--- config.mk ---
export PLATFORM = sky130hd
export DESIGN_NAME = mpc_qp_admm_mvmult_row_mac
export DESIGN_NICKNAME = d
export VERILOG_FILES = /design/src/rtl/mpc_qp_admm_mvmult_row_mac.sv
export SDC_FILE = /design/constraint.sdc
export NUM_CORES = 1
export LEC_CHECK = 0
export BUFFER_PORTS_ARGS = -buffer_cell sky130_fd_sc_hd__buf_2
export CAP_MARGIN = 5
export CELL_PAD_IN_SITES_DETAIL_PLACEMENT = 1
export CELL_PAD_IN_SITES_GLOBAL_PLACEMENT = 1
export CORE_MARGIN = 3
export CORE_UTILIZATION = 40
export CTS_CLUSTER_DIAMETER = 30
export DETAILED_ROUTE_END_ITERATION = 6
export MAX_ROUTING_LAYER = met4
export PLACE_DENSITY = 0.69
export SETUP_SLACK_MARGIN = 0.2
export SLEW_MARGIN = 40
export SYNTH_ARGS = -nofsm -noshare
export SYNTH_HDL_FRONTEND = slang
export SYNTH_SLANG_ARGS = --single-unit
export TNS_END_PERCENT = 20
--- constraint.sdc ---
create_clock -name clk_i -period 5.45 [get_ports clk_i]
set_clock_uncertainty 0.2 [all_clocks]
set_input_delay 0.8175 -clock clk_i [delete_from_list [all_inputs] [get_ports clk_i]]
set_output_delay 0.8175 -clock clk_i [all_outputs]
set_load 0.03 [all_outputs]
--- src/rtl/mpc_qp_admm_mvmult_row_mac.sv ---
// rtl/mpc_qp_admm_mvmult_row_mac.sv - One-row fixed-point dot product engine for the ADMM QP solver
module mpc_qp_admm_mvmult_row_mac #(
  parameter int DataWidth    = 18,
  parameter int FracBits     = 16,
  parameter int AddressWidth = 5,
  parameter int RowLength    = 24,
  parameter int AccWidth     = 41
) (
  input  logic                    clk_i,
  input  logic                    reset_i,
  input  logic                    start_i,
  output logic                    busy_o,
  output logic                    done_o,
  output logic [AddressWidth-1:0] h_address0_o,
  output logic                    h_ce0_o,
  input  logic [DataWidth-1:0]    h_q0_i,
  output logic [AddressWidth-1:0] x_address0_o,
  output logic                    x_ce0_o,
  input  logic [DataWidth-1:0]    x_q0_i,
  output logic [DataWidth-1:0]    y_o,
  output logic                    sat_o
);

  localparam int ProdWidth = 2 * DataWidth;
  localparam logic [AddressWidth-1:0] LastIdx = AddressWidth'(RowLength - 1);
  localparam logic signed [AccWidth-1:0] RoundConst = AccWidth'(1 <<< (FracBits - 1));
  localparam logic signed [AccWidth-1:0] MaxPos = AccWidth'((1 <<< (DataWidth - 1)) - 1);
  localparam logic signed [AccWidth-1:0] MinNeg = AccWidth'(-(1 <<< (DataWidth - 1)));

  typedef enum logic [1:0] {IDLE, ISSUE, DRAIN, DONE} state_t;

  state_t                         state_q;
  logic                           busy_q;
  logic                           done_q;
  logic                           ce_q;
  logic                           sat_q;
  logic [DataWidth-1:0]           y_q;
  logic [AddressWidth-1:0]        addr_q;

  logic                           rd_valid_q;
  logic                           prod_valid_q;
  logic signed [ProdWidth-1:0]    prod_q;
  logic signed [AccWidth-1:0]     acc_q;

  logic signed [ProdWidth-1:0]    h_ext;
  logic signed [ProdWidth-1:0]    x_ext;
  logic signed [AccWidth-1:0]     round_sum;
  logic signed [AccWidth-1:0]     r_sh;
  logic [DataWidth-1:0]           y_d;
  logic                           sat_d;
  logic                           accept;

  assign accept = (state_q == IDLE) && start_i;

  assign h_ext = {{DataWidth{h_q0_i[DataWidth-1]}}, h_q0_i};
  assign x_ext = {{DataWidth{x_q0_i[DataWidth-1]}}, x_q0_i};

  // Round the Q(2*FracBits) accumulator to Q2.16 and clamp to the output range
  always_comb begin
    round_sum = acc_q + RoundConst;
    r_sh      = round_sum >>> FracBits;
    y_d       = r_sh[DataWidth-1:0];
    sat_d     = 1'b0;
    if (r_sh > MaxPos) begin
      y_d   = {1'b0, {(DataWidth - 1){1'b1}}};
      sat_d = 1'b1;
    end else if (r_sh < MinNeg) begin
      y_d   = {1'b1, {(DataWidth - 1){1'b0}}};
      sat_d = 1'b1;
    end
  end

  // Multiply-accumulate pipeline; valid bits follow the memory read enables
  always_ff @(posedge clk_i or posedge reset_i) begin
    if (reset_i) begin
      rd_valid_q   <= 1'b0;
      prod_valid_q <= 1'b0;
      prod_q       <= '0;
      acc_q        <= '0;
    end else begin
      rd_valid_q   <= ce_q;
      prod_valid_q <= rd_valid_q;
      if (rd_valid_q) begin
        prod_q <= h_ext * x_ext;
      end
      if (accept) begin
        acc_q <= '0;
      end else if (prod_valid_q) begin
        acc_q <= acc_q + {{(AccWidth - ProdWidth){prod_q[ProdWidth-1]}}, prod_q};
      end
    end
  end

  // Sequencer: issue N reads, wait for the pipeline to empty, publish the result
  always_ff @(posedge clk_i or posedge reset_i) begin
    if (reset_i) begin
      state_q <= IDLE;
      busy_q  <= 1'b0;
      done_q  <= 1'b0;
      ce_q    <= 1'b0;
      sat_q   <= 1'b0;
      y_q     <= '0;
      addr_q  <= '0;
    end else begin
      case (state_q)
        IDLE: begin
          done_q <= 1'b0;
          if (start_i) begin
            state_q <= ISSUE;
            busy_q  <= 1'b1;
            ce_q    <= 1'b1;
            addr_q  <= '0;
          end
        end
        ISSUE: begin
          if (addr_q == LastIdx) begin
            ce_q    <= 1'b0;
            state_q <= DRAIN;
          end else begin
            addr_q <= addr_q + 1'b1;
          end
        end
        DRAIN: begin
          if (!rd_valid_q && !prod_valid_q) begin
            state_q <= DONE;
            done_q  <= 1'b1;
            y_q     <= y_d;
            sat_q   <= sat_d;
          end
        end
        DONE: begin
          done_q  <= 1'b0;
          busy_q  <= 1'b0;
          state_q <= IDLE;
        end
        default: state_q <= IDLE;
      endcase
    end
  end

  assign busy_o       = busy_q;
  assign done_o       = done_q;
  assign h_ce0_o      = ce_q;
  assign x_ce0_o      = ce_q;
  assign h_address0_o = addr_q;
  assign x_address0_o = addr_q;
  assign y_o          = y_q;
  assign sat_o        = sat_q;

endmodule

## After elaboration in Yosys (flattened, before gate mapping)

Index checks and enable logic that the tools add are counted.

| storage, ports and cells | value |
|---|---|
| bits in registers | 108 |
| output and inout port bits | 33 |
| logic and storage cells | 60 |

| operators by class | value |
|---|---|
| order comparisons | 2 |
| equal/unequal tests | 8 |
| reductions and logical operators | 16 |
| add/sub/neg operators | 3 |
| $mul | 1 |
| mux-type cells | 19 |

Operators with widths:

| kind | count |
|---|---|
| two-way mux 41 bit | 2 |
| adder 41 x 17 -> 41 bit (second input constant) | 1 |
| adder 41 bit | 1 |
| multiplier 18 x 18 -> 36 bit | 1 |
| two-way mux 18 bit | 2 |
| greater-than comparator 25 x 18 -> 1 bit (second input constant) | 1 |
| < comparator 25 x 18 -> 1 bit (second input constant) | 1 |
| two-way mux 5 bit | 2 |
| case mux 5 bit (2 select lines) | 1 |
| AND reduction 3 bit | 3 |
| inequality test 2 bit (second input constant) | 4 |
| case mux 2 bit (4 select lines) | 1 |
| nonzero test 2 bit | 4 |
| two-way mux 2 bit | 3 |
| case mux 1 bit (2 select lines) | 3 |
| AND reduction 2 bit | 3 |
| adder 5 x 1 -> 5 bit (second input constant) | 1 |
| equality test 5 bit (second input constant) | 1 |
| two-way mux 1 bit | 5 |
| equality test 2 bit (second input constant) | 2 |
| equality test 2 x 1 -> 1 bit (second input constant) | 1 |
| logical AND 1 bit | 2 |
| zero test 1 bit | 2 |
| zero test 2 bit | 1 |
| OR reduction 2 bit | 1 |

## Longest topological paths before layout

| logic depth | value |
|---|---|
| depth in word-level cells | 4 |
| gate-level depth with buffers | 28 |

## Worst setup path after synthesis

Ideal clock, no wire load.

| timing | value |
|---|---|
| path type | input port to flip-flop |
| start point | input port h_q0_i[17] |
| end point | register prod_q[33] |
| stages on the path | 28 |
| setup time | 125 ps |
| data arrival time | 6,837 ps |
| setup slack | -1,712 ps |
| path through | clkbuf_1 > clkbuf_1 > nand2_1 > inv_1 > fa_1 > inv_1 > fa_1 > inv_1 > ha_1 > inv_1 > fa_1 > inv_1 > fa_1 > inv_1 > fa_1 > inv_1 > ha_1 > clkbuf_1 > a21o_1 > a21o_1 > a21oi_1 > o21ai_0 > a31oi_1 > a31o_2 > o21bai_1 > a21oi_1 > xnor2_1 > mux2_2 |

| on the way | value |
|---|---|
| cells in the longest elaborated chain, start to end | 1 |

RTL lines:

| what | RTL line | source |
|---|---|---|
| start, declared | 16 | `input logic [DataWidth-1:0] h_q0_i,` |
| multiplier 18 x 18 -> 36 bit | 84 | `prod_q <= h_ext * x_ext;` |
| end signal, assigned | 84 |  |
| end, declared | 42 | `logic signed [ProdWidth-1:0] prod_q;` |

No other way between the ends.
A chain may end at the register's enable or synchronous reset.

## Final worst setup path

| timing | value |
|---|---|
| start point | input port h_q0_i[6] |
| end point | register prod_q[26] |

The elaborated chain is that of the path after synthesis.

==> key figures <==
Cells and area
  • Layout cells sized above 1: 0.231
  • Synthesis-to-layout area growth: 20.1%
  • Fillers: approximately 5,400
  • Number of diodes: 0
  • Fin nets: approximately 2,800
  • Final non-filler cell total: about 2,900
  • Final design utilization: 0.489

STA
  • Final Max Slew Viols: 0
  • PnR worst setup slack: -0.882 ns
  • Final Setup Violations: 24
  • Tmin final: 6.33 ns
  • Worst-margin pin slew: ~0.72 ns
  • Max_slew headroom: 0.522
  • RSZ-0062 raised after global routing: yes
  • Final Hold Fails: 0
  • FMAX: approximately 160 MHz
  • Fin crit share: 1.16

Worst setup path
  • Top Family by Delay on Critical Path: adder cells
  • WP data required: approximately 5.5 ns
  • Startpoint Class: input pin
  • Slowest CP cell: fa_2
  • Crit path cell chain: buf_12 -> and2_4 -> fa_1 -> inv_2 -> fa_2 -> fa_2 -> fa_1 -> inv_2 -> fa_1 -> inv_2 -> fa_1 -> inv_2 -> ha_4 -> buf_4 -> nor2b_1 -> a311o_1 -> o22ai_4 -> buf_4 -> a21oi_2 -> nand2_1 -> o21ai_0 -> a21oi_1 -> xnor2_1 -> mux2_2
  • Crit path max fanout: 5
  • Crit path largest cell delay: around 0.57 ns
  • Setup CP Type: input pin to register
  • Worst endpoint data arrival time: around 6.4 ns
  • Worst setup EP type: register
  • Worst Path Buf+Inv: 7

Logic synthesis
  • FF+latch count, synth: 108
  • Area fraction of the dominant cell type after synthesis: 0.347
  • Post-synth EDFFs: 0
  • Synthesized area: roughly 0.019 sq mm
  • Cells after synthesis: between 2,000 and 2,500
  • Commonest register cell after synthesis: dfrtp_1
  • Synth warnings: 0
  • Sequential element share of the synthesized area: 0.142
  • Synthesized area per cell: a little over 9 sq um
  • Area leader, netlist: fa_1
  • Main area contributors after synthesis: fa_1 35%, dfrtp_1 14%, ha_1 9.1%
  • Synthesized Nets: about 2,600
  • FFs w/ async S/R, synth: 1.00
  • Synth cell types: 83

Placed design
  • Inst Count DP: about 2,800
  • Pre-CTS setup slack: -1.58 ns
  • Hpwl dp: ~41 mm
  • Final GP Congestion: roughly 0.84
  • Port bufs: approximately 70

Detailed routing
  • DRT Pass-1 Iters: 4
  • Iteration-0 DRC Markers: about 450
  • Vias/cell: approximately 5.1
  • Antenna-violating nets left: 0
  • Remaining DRCs: 0
  • Routed Wire Length: approximately 50 mm
  • Vias after detailed routing: 14,700
  • Routed wire per std cell: roughly 17 um

Clocking
  • Worst-case clock buffer depth: 2
  • Later-pin clock latency in the skew report: between 0.3 and 0.4 ns
  • CTS Root Cell: clkbuf_16
  • CTS tree: built
  • Clock Sinks: 108
  • Clock Pin Slew Worst Setup and Hold Paths: 0.08 ns
  • TritonCTS Buffers: 9
  • Htree depth: 3

GRT
  • Initial antenna violation count: 0
  • Total GRT Usage: 0.214
  • First-pass GRT wire length: between 80 and 90 mm
  • Number of global-route vias before repair: between 15,000 and 20,000
  • Largest net degree at the start of global routing: 73
  • Grt total ovfl: 0

Die
  • Cell Rows: about 80
  • Die H: between 200 and 250 um
  • Die Wd: 224 um
  • Initial Util: 0.407
  • Die Area: about 0.050 sq mm
  • Top Ports: roughly 70
  • CORE AREA: about 0.047 sq mm

Hold path
  • Worst hold path class: register to register

Job
  • Max-cap violations: 0

Run status
  • Violated checks: negative setup slack
  • Status: complete, but fails checks
[sequential cells by signal, summed over array words and instances, names as in the netlist]
| register | cells |
|---|---|
| h_ce0_o | 1 |
| h_address0_o | 5 |
| sat_o | 1 |
| state_q | 2 |
| done_o | 1 |
| rd_valid_q | 1 |
| y_o | 18 |
| acc_q | 41 |
| prod_valid_q | 1 |
| busy_o | 1 |
| prod_q | 36 |
[kinds of logic after synthesis]
group | Yosys count | share of synthesized area
simple gates | 572 | 0.148
buf+inv | 484 | 0.0978
fa+ha+maj | 469 | 0.438
compound gates | 288 | 0.101
flops | 108 | 0.142
xor+xnor | 88 | 0.0404
mux | 59 | 0.0331
[layout by cell type (no fill, tap or decap), types with 21 or more instances in the layout]
| cell type | instances |
|---|---|
| mux2_2 | 23 |
| and2_1 | 139 |
| buf_2 | 37 |
| xnor2_1 | 58 |
| nand2_1 | 198 |
| mux2i_1 | 30 |
| buf_4 | 195 |
| and2_4 | 26 |
| fa_1 | 311 |
| o21ai_0 | 35 |
| nand3_1 | 21 |
| nor2_1 | 106 |
| buf_6 | 30 |
| xor2_1 | 29 |
| a21o_1 | 32 |
| dfrtp_1 | 107 |
| inv_2 | 31 |
| a21oi_1 | 82 |
| ha_4 | 22 |
| inv_1 | 369 |
| ha_1 | 116 |
[metrics by stage]
| stage | setup TNS [ns] | instance area [sq um] | hold WS, ns |
|---|---|---|---|
| 2_1_floorplan | -15.96 | 19500 | 0.173 |
| 4_1_cts | -13.42 | 22600 | 0.281 |
| 3_3_place_gp | -27.63 | 21500 | 0.259 |
| 5_1_grt | -18.67 | 22900 | 0.303 |
| 6_report | -14.44 | 22900 | 0.278 |
| 3_5_place_dp | -30.45 | 21500 | 0.263 |
[cell type report]
class | instances | area [sq um] | area share
clock buffer | 10 | 239 | 0.0104
clock inverter | 6 | 58.8 | 0.00257
inverter | 405 | 1530 | 0.0670
multi-input combinational | 1476 | 15300 | 0.666
sequential | 108 | 2700 | 0.118
tap | 607 | 759 | 0.0332
timing repair buffer | 281 | 2330 | 0.102
timing repair inverter | 1 | 7.51 | 0.000328
[synthesized netlist by cell type (all sizes together) (2+ instances only)]
cell	n
a2111o	3
a2111oi	4
a211oi	18
a21boi	4
a21o	32
a21oi	99
a22o	6
a2bb2oi	2
a31o	2
a31oi	9
a41oi	2
and2	167
and3	8
and4	2
buf	13
clkbuf	65
dfrtp	108
fa	330
ha	139
inv	404
mux2	29
mux2i	30
nand2	207
nand2b	10
nand3	23
nand3b	3
nand4	6
nor2	113
nor2b	7
nor3	13
o2111ai	4
o211ai	5
o21a	10
o21ai	62
o21bai	11
o22ai	2
o31ai	3
or2	2
or2b	2
or3	5
xnor2	59
xor2	29
[path summary, 6_finish.rpt]
kind                                start  cells past startpoint            to  slack [ns]
worst max-delay path            h_q0_i[6]                     24    prod_q[26]       -0.88
worst min register to register    h_ce0_o                      0    rd_valid_q        0.28
min in group asynchronous         reset_i                      2        y_o[6]        0.37
worst min-delay path              h_ce0_o                      0    rd_valid_q        0.28
max in group asynchronous         reset_i                      3  prod_valid_q        3.68
worst max register to register  prod_q[0]                     13     acc_q[40]        1.42
[metal layers]
layer	wire length, um	global-route usage
met5	0	-
met3	617	0.0154
met4	617	0.0287
met2	28500	0.416
met1	20100	0.246
[timing repair]
action                                  CTS  global route
pin swaps                               114            48
endpoints found under the setup margin   26            27
hold buffers                              0             0
cloned                                    2             1
setup buffers                            22             5
resized for setup                       190            53
Power is left out: the tool's default activity adds up to more than one toggle a clock period on the data nets, which glitch-free logic cannot reach.
